**config.mk**
```make
export PLATFORM = sky130hd
export DESIGN_NAME = clock_set_ctrl
export DESIGN_NICKNAME = d
export VERILOG_FILES = /design/src/rtl/clock24_pkg.sv /design/src/rtl/btn_sync_edge.sv /design/src/rtl/clock_set_ctrl.sv
export SDC_FILE = /design/constraint.sdc
export NUM_CORES = 1
export LEC_CHECK = 0
export CORE_MARGIN = 1
export CORE_UTILIZATION = 40
export DETAILED_ROUTE_END_ITERATION = 7
export GPL_TIMING_DRIVEN = 0
export REMOVE_ABC_BUFFERS = 1
export SLEW_MARGIN = 15
export SYNTH_ARGS = -nofsm -noshare
export SYNTH_HDL_FRONTEND = slang
export SYNTH_HIERARCHICAL = 1
export SYNTH_SLANG_ARGS = --single-unit
```
**constraint.sdc**
```tcl
create_clock -name clk -period 2.5 [get_ports clk]
set_input_delay 0.5 -clock clk [delete_from_list [all_inputs] [get_ports clk]]
set_output_delay 0.5 -clock clk [all_outputs]
set_load 0.1 [all_outputs]
```
**src/rtl/clock24_pkg.sv**
```systemverilog
`default_nettype none
// ============================================================================
//  Module      : clock24_pkg
//  Description : Shared mode encoding for the 24-hour clock set controller.
//                The 2-bit mode value is driven straight out on the MODE port,
//                so the encoding is part of the external interface.
//  Revision    : 1.0  initial release
// ============================================================================
package clock24_pkg;

  typedef logic [1:0] mode_t;

  localparam mode_t MODE_RUN      = 2'd0;
  localparam mode_t MODE_SET_HOUR = 2'd1;
  localparam mode_t MODE_SET_MIN  = 2'd2;

  // True for either of the two time-setting modes.
  function automatic logic is_set_mode(input mode_t m);
    return (m == MODE_SET_HOUR) || (m == MODE_SET_MIN);
  endfunction

endpackage : clock24_pkg
`default_nettype wire

```
**src/rtl/btn_sync_edge.sv**
```systemverilog
`default_nettype none
// ============================================================================
//  Module      : btn_sync_edge
//  Description : Multi-flop synchroniser for an asynchronous push-button level,
//                followed by a registered rising-edge detector.
//                The rise pulse is registered, so it asserts one cycle after
//                the synchronised level goes high.
//  Ports       : clk   - system clock
//                rst   - asynchronous active-high reset
//                din   - raw asynchronous button level
//                level - synchronised button level
//                rise  - one-cycle pulse on a synchronised rising edge
//  Revision    : 1.0  initial release
// ============================================================================
module btn_sync_edge #(
  parameter int SYNC_STAGES = 2
) (
  input  logic clk,
  input  logic rst,
  input  logic din,
  output logic level,
  output logic rise
);

  logic [SYNC_STAGES-1:0] r_sync;
  logic                   r_level_d;
  logic                   r_rise;

  always_ff @(posedge clk or posedge rst) begin
    if (rst) begin
      r_sync    <= '0;
      r_level_d <= 1'b0;
      r_rise    <= 1'b0;
    end else begin
      r_sync    <= {r_sync[SYNC_STAGES-2:0], din};
      r_level_d <= r_sync[SYNC_STAGES-1];
      r_rise    <= r_sync[SYNC_STAGES-1] & ~r_level_d;
    end
  end

  assign level = r_sync[SYNC_STAGES-1];
  assign rise  = r_rise;

endmodule : btn_sync_edge
`default_nettype wire

```
**src/rtl/clock_set_ctrl.sv**
```systemverilog
`default_nettype none
// ============================================================================
//  Module      : clock_set_ctrl
//  Description : Mode/time-set controller for the 24-hour clock. Gates the
//                hh:mm:ss counter enables, applies push-button increments
//                (with auto-repeat) to the selected field, blanks the field
//                being set at the 2 Hz rate and times out back to RUN.
//  Ports       : clk        - system clock
//                rst        - asynchronous active-high reset
//                en1hz      - one-cycle pulse per second
//                sig2hz     - 2 Hz square wave (blink / repeat timebase)
//                btn_mode   - raw button: enter/leave set mode
//                btn_sel    - raw button: toggle hour/minute field
//                btn_up     - raw button: increment selected field
//                sec_carry  - seconds counter == 59
//                min_carry  - minutes counter == 59
//                sec_en     - seconds counter enable
//                min_en     - minutes counter enable
//                hour_en    - hours counter enable
//                sec_clr    - one-cycle clear of the seconds counter
//                blank_hour - blank hour digits
//                blank_min  - blank minute digits
//                mode       - current mode (RUN=0, SET_HOUR=1, SET_MIN=2)
//  Revision    : 1.0  initial release
// ============================================================================
module clock_set_ctrl
  import clock24_pkg::*;
#(
  parameter int SYNC_STAGES  = 2,
  parameter int REPEAT_DELAY = 2,
  parameter int TIMEOUT_SEC  = 30
) (
  input  logic       clk,
  input  logic       rst,
  input  logic       en1hz,
  input  logic       sig2hz,
  input  logic       btn_mode,
  input  logic       btn_sel,
  input  logic       btn_up,
  input  logic       sec_carry,
  input  logic       min_carry,
  output logic       sec_en,
  output logic       min_en,
  output logic       hour_en,
  output logic       sec_clr,
  output logic       blank_hour,
  output logic       blank_min,
  output logic [1:0] mode
);

  localparam logic [3:0] REP_DLY  = 4'(REPEAT_DELAY);
  localparam logic [3:0] REP_MAX  = 4'd15;
  localparam logic [7:0] TO_LAST  = 8'(TIMEOUT_SEC - 1);

  // --------------------------------------------------------------------------
  // Button synchronisers
  // --------------------------------------------------------------------------
  logic w_mode_lvl, w_p_mode;
  logic w_sel_lvl,  w_p_sel;
  logic w_up_lvl,   w_p_up;

  btn_sync_edge #(.SYNC_STAGES(SYNC_STAGES)) u_sync_mode (
    .clk   (clk),
    .rst   (rst),
    .din   (btn_mode),
    .level (w_mode_lvl),
    .rise  (w_p_mode)
  );

  btn_sync_edge #(.SYNC_STAGES(SYNC_STAGES)) u_sync_sel (
    .clk   (clk),
    .rst   (rst),
    .din   (btn_sel),
    .level (w_sel_lvl),
    .rise  (w_p_sel)
  );

  btn_sync_edge #(.SYNC_STAGES(SYNC_STAGES)) u_sync_up (
    .clk   (clk),
    .rst   (rst),
    .din   (btn_up),
    .level (w_up_lvl),
    .rise  (w_p_up)
  );

  // --------------------------------------------------------------------------
  // Shared state and decode
  // --------------------------------------------------------------------------
  mode_t      r_state;
  mode_t      w_next;
  logic       r_sig2hz_d;
  logic [3:0] r_rep_cnt;
  logic [7:0] r_to_cnt;
  logic       r_hour_inc;
  logic       r_min_inc;
  logic       r_blank_hour;
  logic       r_blank_min;

  logic w_in_set;
  logic w_up_held;
  logic w_sig_rise;
  logic w_rep_inc;
  logic w_timeout;
  logic w_exit;
  logic w_inc;
  logic w_state_chg;

  assign w_in_set    = is_set_mode(r_state);
  assign w_up_held   = w_in_set & w_up_lvl;
  assign w_sig_rise  = sig2hz & ~r_sig2hz_d;
  assign w_rep_inc   = w_up_held & w_sig_rise & (r_rep_cnt >= REP_DLY);
  // Timeout fires on the tick that would bring the count to TIMEOUT_SEC.
  assign w_timeout   = w_in_set & en1hz & (r_to_cnt == TO_LAST);
  assign w_exit      = w_in_set & (w_p_mode | w_timeout);
  // MODE beats SEL beats UP; an increment coinciding with exit is dropped.
  assign w_inc       = w_in_set & (w_p_up | w_rep_inc) & ~w_p_sel & ~w_exit;
  assign w_state_chg = (w_next != r_state);

  // --------------------------------------------------------------------------
  // FSM: state register
  // --------------------------------------------------------------------------
  always_ff @(posedge clk or posedge rst) begin
    if (rst) begin
      r_state <= MODE_RUN;
    end else begin
      r_state <= w_next;
    end
  end

  // --------------------------------------------------------------------------
  // FSM: next-state logic
  // --------------------------------------------------------------------------
  always_comb begin
    w_next = r_state;
    case (r_state)
      MODE_RUN: begin
        if (w_p_mode) w_next = MODE_SET_HOUR;
      end
      MODE_SET_HOUR: begin
        if (w_exit)       w_next = MODE_RUN;
        else if (w_p_sel) w_next = MODE_SET_MIN;
      end
      MODE_SET_MIN: begin
        if (w_exit)       w_next = MODE_RUN;
        else if (w_p_sel) w_next = MODE_SET_HOUR;
      end
      default: w_next = MODE_RUN;
    endcase
  end

  // --------------------------------------------------------------------------
  // FSM: outputs
  // --------------------------------------------------------------------------
  always_comb begin
    sec_en  = 1'b0;
    min_en  = 1'b0;
    hour_en = 1'b0;
    sec_clr = 1'b0;
    case (r_state)
      MODE_RUN: begin
        sec_en  = en1hz;
        min_en  = en1hz & sec_carry;
        hour_en = en1hz & sec_carry & min_carry;
      end
      MODE_SET_HOUR, MODE_SET_MIN: begin
        // Time is held; only button increments reach the counters.
        hour_en = r_hour_inc;
        min_en  = r_min_inc;
        sec_clr = w_exit;
      end
      default: ;
    endcase
  end

  assign mode       = r_state;
  assign blank_hour = r_blank_hour;
  assign blank_min  = r_blank_min;

  // --------------------------------------------------------------------------
  // Auto-repeat, timeout, registered increment and blink
  // --------------------------------------------------------------------------
  always_ff @(posedge clk or posedge rst) begin
    if (rst) begin
      r_sig2hz_d   <= 1'b0;
      r_rep_cnt    <= 4'd0;
      r_to_cnt     <= 8'd0;
      r_hour_inc   <= 1'b0;
      r_min_inc    <= 1'b0;
      r_blank_hour <= 1'b0;
      r_blank_min  <= 1'b0;
    end else begin
      r_sig2hz_d <= sig2hz;

      if (!w_up_held || w_state_chg) begin
        r_rep_cnt <= 4'd0;
      end else if (w_sig_rise && (r_rep_cnt != REP_MAX)) begin
        r_rep_cnt <= r_rep_cnt + 4'd1;
      end

      // RUN keeps the counter at zero, which covers "cleared on entry".
      if (!w_in_set || w_p_mode || w_p_sel || w_p_up || w_up_held) begin
        r_to_cnt <= 8'd0;
      end else if (en1hz) begin
        r_to_cnt <= r_to_cnt + 8'd1;
      end

      r_hour_inc <= w_inc & (r_state == MODE_SET_HOUR);
      r_min_inc  <= w_inc & (r_state == MODE_SET_MIN);

      r_blank_hour <= (r_state == MODE_SET_HOUR) & sig2hz & ~w_up_lvl;
      r_blank_min  <= (r_state == MODE_SET_MIN)  & sig2hz & ~w_up_lvl;
    end
  end

endmodule : clock_set_ctrl
`default_nettype wire

```
==> reports/qor.txt, run 1 <==
final setup vio count: 1
drt drc: 0
most common cell after layout, fill and taps aside: dfrtp_1
Static Leak: 0.000788 uW
Final Hold Fails: 0
relative slew slack: 0.356
Final WS setup: -0.00423 ns
worst clock skew: 0.00603 ns
Req. time, crit path: 2.00 ns
Worst Hold Depth: 0
clock tree buffer depth: 2
critical path class: reg -> out
syn_area_per_cell: 11.2 sq um
Async S/R FF share, synth: 1.00
Overflow after GRT: 0
Slowest-stage cell, CP: or4b_4
Inst Count DP: 189
Cell Pwr Density: 870 nW/um^2
WL per Instance: 13.2 microns
TritonCTS buffer count: 5
Sink Count: 31
clk root buf: clkbuf_4
Final Cycle Share: 1.00
I/O pins: 17
H-tree depth: 2
full die area: 3860 sq um
Slew Viols, Final: 0
Total Routing Usage GR: 0.160
RePlAce Congestion: 0.830
first-pass GRT wire length: 4.64 mm
FF-to-FF path depth: 9
commonest non-fill, non-tap cells in the layout: 30 x dfrtp_1, 16 x nor2_1, 10 x inv_1, 10 x clkdlybuf4s50_1, 8 x nand2_1
synth unique cells: 33
fin util: 0.518
Max Freq: 399 MHz
Starting DRT DRC Count: 35
WL final: 2.60 mm
Finished Cell Area: 1750 sq um
sequential fraction of the synthesis area: 0.537
ant diodes: 0
number of max-cap violations: 0
DPL Wire Length: 1.89 mm
failing checks: negative setup slack
CP peak stage delay: 0.48 ns
EDFF count, synth: 0
Post-CTS Repair Setup Buffers: 0
CTS tree: yes
worst hold path class: reg -> reg
largest net degree at the start of global routing: 20
filler cell count: 305
RSZ-0062 raised after global routing: yes
Setup crit start kind: flop
Max VDD drop: 0.448 mV
Final #Nets: 167
Tmin final: 2.50 ns
Seq cells post-synth: 31
Vias/cell: 4.99
post-place instance area: 1660 sq um
DR vias: 984
Worst Path Max Fanout: 5
initial antenna violation count: 0
number of global-route vias before repair: 1045
critical path cell sequence: inv_1 -> ha_1 -> or4b_4 -> o21bai_4 -> and2_4 -> buf_12
Antenna Nets Post-Route: 0
Main synth FF type: dfrtp_1
Setup crit end kind: output pin
Post-Layout Cell Count: 197
Pre-Repair DR Iteration Count: 4
Area Growth Syn to Fin: 21.4%
Clock transition at path regs: 0.09 ns
Synth Instances: 129
core area: 3390 sq um
share of cells above drive strength 1: 0.179
CP Data Arrival Time: 2.00 ns
final hold slack: 0.354 ns
status: complete, but fails checks
Chip Width: 62.1 microns
number of port buffers: 16
cts hold-fix bufs: 0
YS warnings: 6
Synth Cell Area: 1450 sq um
Die Height: 62.1 microns
initial core utilization: 0.426
worst-margin pin slew: 0.963 ns
Cell Rows: 21
clock latency on the worst-skew pair: 0.33 ns
## per-stage QoR
| step | setup TNS [ns] | setup slack, ns | total power, uW |
|---|---|---|---|
| 2_1_floorplan | -5.67 | -1.70 | 1080 |
| 3_3_place_gp | -3.12 | -0.862 | 1220 |
| 3_5_place_dp | -3.44 | -0.905 | 1230 |
| 6_report | -0.00423 | -0.00423 | 1530 |
| 4_1_cts | -0.0900 | -0.0900 | 1510 |
| 5_1_grt | -0.114 | -0.105 | 1610 |
## cells by family after synthesis
group / after synthesis / synth area share
buffers and inverters: 12 / 0.0312
and+or+nand+nor: 48 / 0.195
DFF: 31 / 0.537
adders and majority gates: 8 / 0.0693
AOI/OAI and AO/OA: 20 / 0.107
xor gates and xnor gates: 10 / 0.0606
## synth_stat cells (2+ instances only)
cell,n,area share
dfrtp_1,31,0.54
clkbuf_1,2,0.0052
nand4_1,4,0.017
a211oi_1,5,0.026
o21ai_0,2,0.0069
xor2_1,6,0.036
and3b_1,2,0.012
inv_1,10,0.026
nor2b_4,3,0.029
ha_1,8,0.069
nand2_1,8,0.021
nand3_1,2,0.0069
a21oi_1,5,0.017
xnor2_1,4,0.024
and2_1,3,0.013
nor2_1,17,0.044
## power breakdown
part | leakage [uW] | switching [uW] | internal (uW)
logic | 0.000356 | 458 | 216
clock network | 0.0000293 | 160 | 109
registers | 0.000402 | 43.9 | 538
## repair_timing
action                     4_1_cts  5_1_grt
setup endpoints to repair        5        8
gates cloned                     0        0
pin swaps                        0        1
resized for setup               26       15
hold endpoints to repair         0        0
## metal layers
layer / share of wire / global-route usage
met5: 0 / 0
met3: 0.045 / 0.0551
met2: 0.47 / 0.266
met4: 0.017 / 0.0698
met1: 0.47 / 0.186
## final timing paths
kind	from	endpoint	slack, ns
setup / recovery	r_to_cnt[1]	sec_clr	-0.004
max in group asynchronous	rst	mode[0]	1.27
hold / removal	u_sync_up/r_sync[0]	u_sync_up/r_sync[1]	0.35
hold reg to reg	u_sync_up/r_sync[0]	u_sync_up/r_sync[1]	0.35
min in group asynchronous	rst	u_sync_sel/rise	0.43
setup reg to reg	r_to_cnt[1]	r_rep_cnt[3]	0.15
## registers in the layout (all words and copies together) (netlist names)
signal,count
u_sync_mode/r_sync,2
u_sync_mode/rise,1
r_hour_inc,1
u_sync_up/r_level_d,1
u_sync_mode/r_level_d,1
u_sync_sel/rise,1
u_sync_up/rise,1
r_to_cnt,8
r_sig2hz_d,1
u_sync_up/r_sync,2
u_sync_sel/r_sync,2
blank_hour,1
r_min_inc,1
blank_min,1
mode,2
u_sync_sel/r_level_d,1
r_rep_cnt,4
## area by class of cell
class | count | area, sq um | area share
sequential | 31 | 777 | 0.443
multi-input combinational | 86 | 659 | 0.376
inverter | 10 | 37.5 | 0.0214
timing repair buffer | 16 | 173 | 0.0984
clock buffer | 7 | 45.0 | 0.0257
tap | 46 | 57.6 | 0.0328
clock inverter | 1 | 5.00 | 0.00285
## worst max-delay path: cells and delay by family (launching register included)
kind | cells | cell delay, ns
AOI/OAI and AO/OA | 1 | 0.19
adders and majority gates | 1 | 0.14
buffers and inverters | 2 | 0.24
DFF | 1 | 0.43
and+or+nand+nor | 2 | 0.68
Note: power is estimated with default switching activity, not from simulation.
==> inputs of run 2 (changes only) <==
--- a/config.mk
+++ b/config.mk
@@ -5,10 +5,13 @@
 export SDC_FILE = /design/constraint.sdc
 export NUM_CORES = 1
 export LEC_CHECK = 0
+export CELL_PAD_IN_SITES_DETAIL_PLACEMENT = 1
+export CELL_PAD_IN_SITES_GLOBAL_PLACEMENT = 2
 export CORE_MARGIN = 1
-export CORE_UTILIZATION = 40
+export CORE_UTILIZATION = 36
 export DETAILED_ROUTE_END_ITERATION = 7
 export GPL_TIMING_DRIVEN = 0
+export PLACE_DENSITY_LB_ADDON = 0.1
 export REMOVE_ABC_BUFFERS = 1
 export SLEW_MARGIN = 15
 export SYNTH_ARGS = -nofsm -noshare
==> run 2 against run 1 <==
Net effect: the run now ends clean; final area grew 2.6%; core utilization shrank 3.7 points; clock power grew 44%; sequential power grew 0.9%; highest routed layer unchanged.
==> reports/qor.txt, run 2 (same netlist as run 1, synthesis figures left out) <==
relative slew slack: 0.357 (was 0.356)
Sink Count: 31 (unchanged)
Slew Viols, Final: 0 (unchanged)
DPL Wire Length: 2.27 mm (was 1.89 mm)
Max Freq: 412 MHz (was 399 MHz)
Final WS setup: 0.0708 ns (was -0.00423 ns)
Starting DRT DRC Count: 49 (was 35)
CP Data Arrival Time: 1.93 ns (was 2.00 ns)
biggest regs: r_to_cnt x8, r_rep_cnt x4 (unchanged)
Inst Count DP: 191 (was 189)
Cell Rows: 22 (was 21)
ant diodes: 0 (unchanged)
Setup crit end kind: output pin (unchanged)
Clock transition at path regs: 0.06 ns (was 0.09 ns)
final setup vio count: 0 (was 1)
Top reg by flops: r_to_cnt (unchanged)
full die area: 4270 sq um (was 3860 sq um)
number of port buffers: 16 (unchanged)
status: finished clean (was complete, but fails checks)
Setup crit start kind: flop (unchanged)
Pre-Repair DR Iteration Count: 4 (unchanged)
share of cells above drive strength 1: 0.199 (was 0.179)
Req. time, crit path: 2.00 ns (about the same)
I/O pins: 17 (unchanged)
setup TNS: 0 ns (was -0.00423 ns)
Worst Path Max Fanout: 8 (was 5)
Slowest-stage cell, CP: clkdlybuf4s50_1 (was or4b_4)
clock latency on the worst-skew pair: 0.27 ns (was 0.33 ns)
crit-path leading delay family: buffers and inverters (was simple AND/OR/NAND/NOR gates)
Overflow after GRT: 0 (unchanged)
worst hold path class: reg -> reg (unchanged)
worst clock skew: 0.00331 ns (was 0.00603 ns)
Multi-input gate area: 661 sq um (was 659 sq um)
max reg flops: 8 (unchanged)
Cell Pwr Density: 926 nW/um^2 (was 870 nW/um^2)
number of max-cap violations: 0 (unchanged)
WL final: 2.98 mm (was 2.60 mm)
final hold slack: 0.355 ns (was 0.354 ns)
RePlAce Congestion: 0.746 (was 0.830)
first-pass GRT wire length: 5.28 mm (was 4.64 mm)
drt drc: 0 (unchanged)
Tmin final: 2.43 ns (was 2.50 ns)
Final #Nets: 168 (was 167)
critical path cell sequence: clkdlybuf4s50_1 (was inv_1 -> ha_1 -> or4b_4 -> o21bai_4 -> and2_4 -> buf_12)
clk root buf: clkbuf_8 (was clkbuf_4)
worst-margin pin slew: 0.962 ns (was 0.963 ns)
commonest non-fill, non-tap cells in the layout: 29 x dfrtp_1, 16 x nor2_1, 11 x clkdlybuf4s50_1 (was 30 x dfrtp_1, 16 x nor2_1, 10 x inv_1, 10 x clkdlybuf4s50_1, 8 x nand2_1)
Antenna Nets Post-Route: 0 (unchanged)
Static Leak: 0.000791 uW (was 0.000788 uW)
TritonCTS buffer count: 5 (unchanged)
WL per Instance: 15.0 microns (was 13.2 microns)
core area: 3740 sq um (was 3390 sq um)
Die Height: 65.4 microns (was 62.1 microns)
Final Hold Fails: 0 (unchanged)
flip-flop and latch area: 778 sq um (was 777 sq um)
CTS tree: yes (unchanged)
most common cell after layout, fill and taps aside: dfrtp_1 (unchanged)
Max VDD drop: 0.301 mV (was 0.448 mV)
H-tree depth: 2 (unchanged)
Final Cycle Share: 0.972 (was 1.00)
clock tree buffer depth: 2 (unchanged)
CP peak stage delay: 1.18 ns (was 0.48 ns)
Area Growth Syn to Fin: 24.6% (was 21.4%)
CP Buf/Inv Count: 1 (was 2)
filler cell count: 432 (was 305)
largest net degree at the start of global routing: 20 (unchanged)
Chip Width: 65.4 microns (was 62.1 microns)
Vias/cell: 5.01 (was 4.99)
DR vias: 997 (was 984)
dpl ws: -0.938 ns (was -0.905 ns)
number of global-route vias before repair: 1100 (was 1045)
cts hold-fix bufs: 0 (unchanged)
Post-Layout Cell Count: 199 (was 197)
fin util: 0.481 (was 0.518)
initial core utilization: 0.386 (was 0.426)
critical path class: reg -> out (unchanged)
Total Routing Usage GR: 0.172 (was 0.160)
initial antenna violation count: 0 (unchanged)
-- run 2: area by class of cell --
cell class                 instances  area share
clock buffer                       6      0.0459
clock inverter                     1     0.00278
inverter                          10      0.0208
multi-input combinational         86       0.367
sequential                        31       0.432
tap                               48      0.0334
timing repair buffer              17      0.0980
-- run 2: final timing paths --
check	start	endpoint	slack (ns)	cells after the start
setup / recovery	mode[1]	mode[1]	0.07	1
hold / removal	u_sync_sel/r_sync[0]	u_sync_sel/r_sync[1]	0.35	0
setup reg to reg	r_to_cnt[1]	r_rep_cnt[3]	0.15	9
hold reg to reg	u_sync_sel/r_sync[0]	u_sync_sel/r_sync[1]	0.35	0
max in group asynchronous	rst	r_to_cnt[0]	1.21	2
min in group asynchronous	rst	u_sync_up/rise	0.50	2
-- run 2: what timing repair did --
| action | 4_1_cts | 5_1_grt |
|---|---|---|
| endpoints found under the setup margin | 5 | 7 |
| pin swaps | 0 | 1 |
| buffers inserted | 0 | 1 |
| gates resized for setup | 26 | 11 |
-- run 2: stage by stage --
step,power [uW],cell area (sq um)
3_3_place_gp,1230,1660
5_1_grt,1770,1800
4_1_cts,1650,1750
2_1_floorplan,1080,1440
3_5_place_dp,1250,1660
6_report,1670,1800
-- run 2: per-layer routing --
metal / track usage / wire [microns]
met3: 0.0260 / 63
met5: 0 / 0
met2: 0.304 / 1610
met1: 0.198 / 1240
met4: 0.0897 / 61
-- run 2: power breakdown --
part           switching, uW  internal, uW  leakage (uW)
clock network            174           216     0.0000470
registers               46.6           540      0.000401
logic                    469           222      0.000343
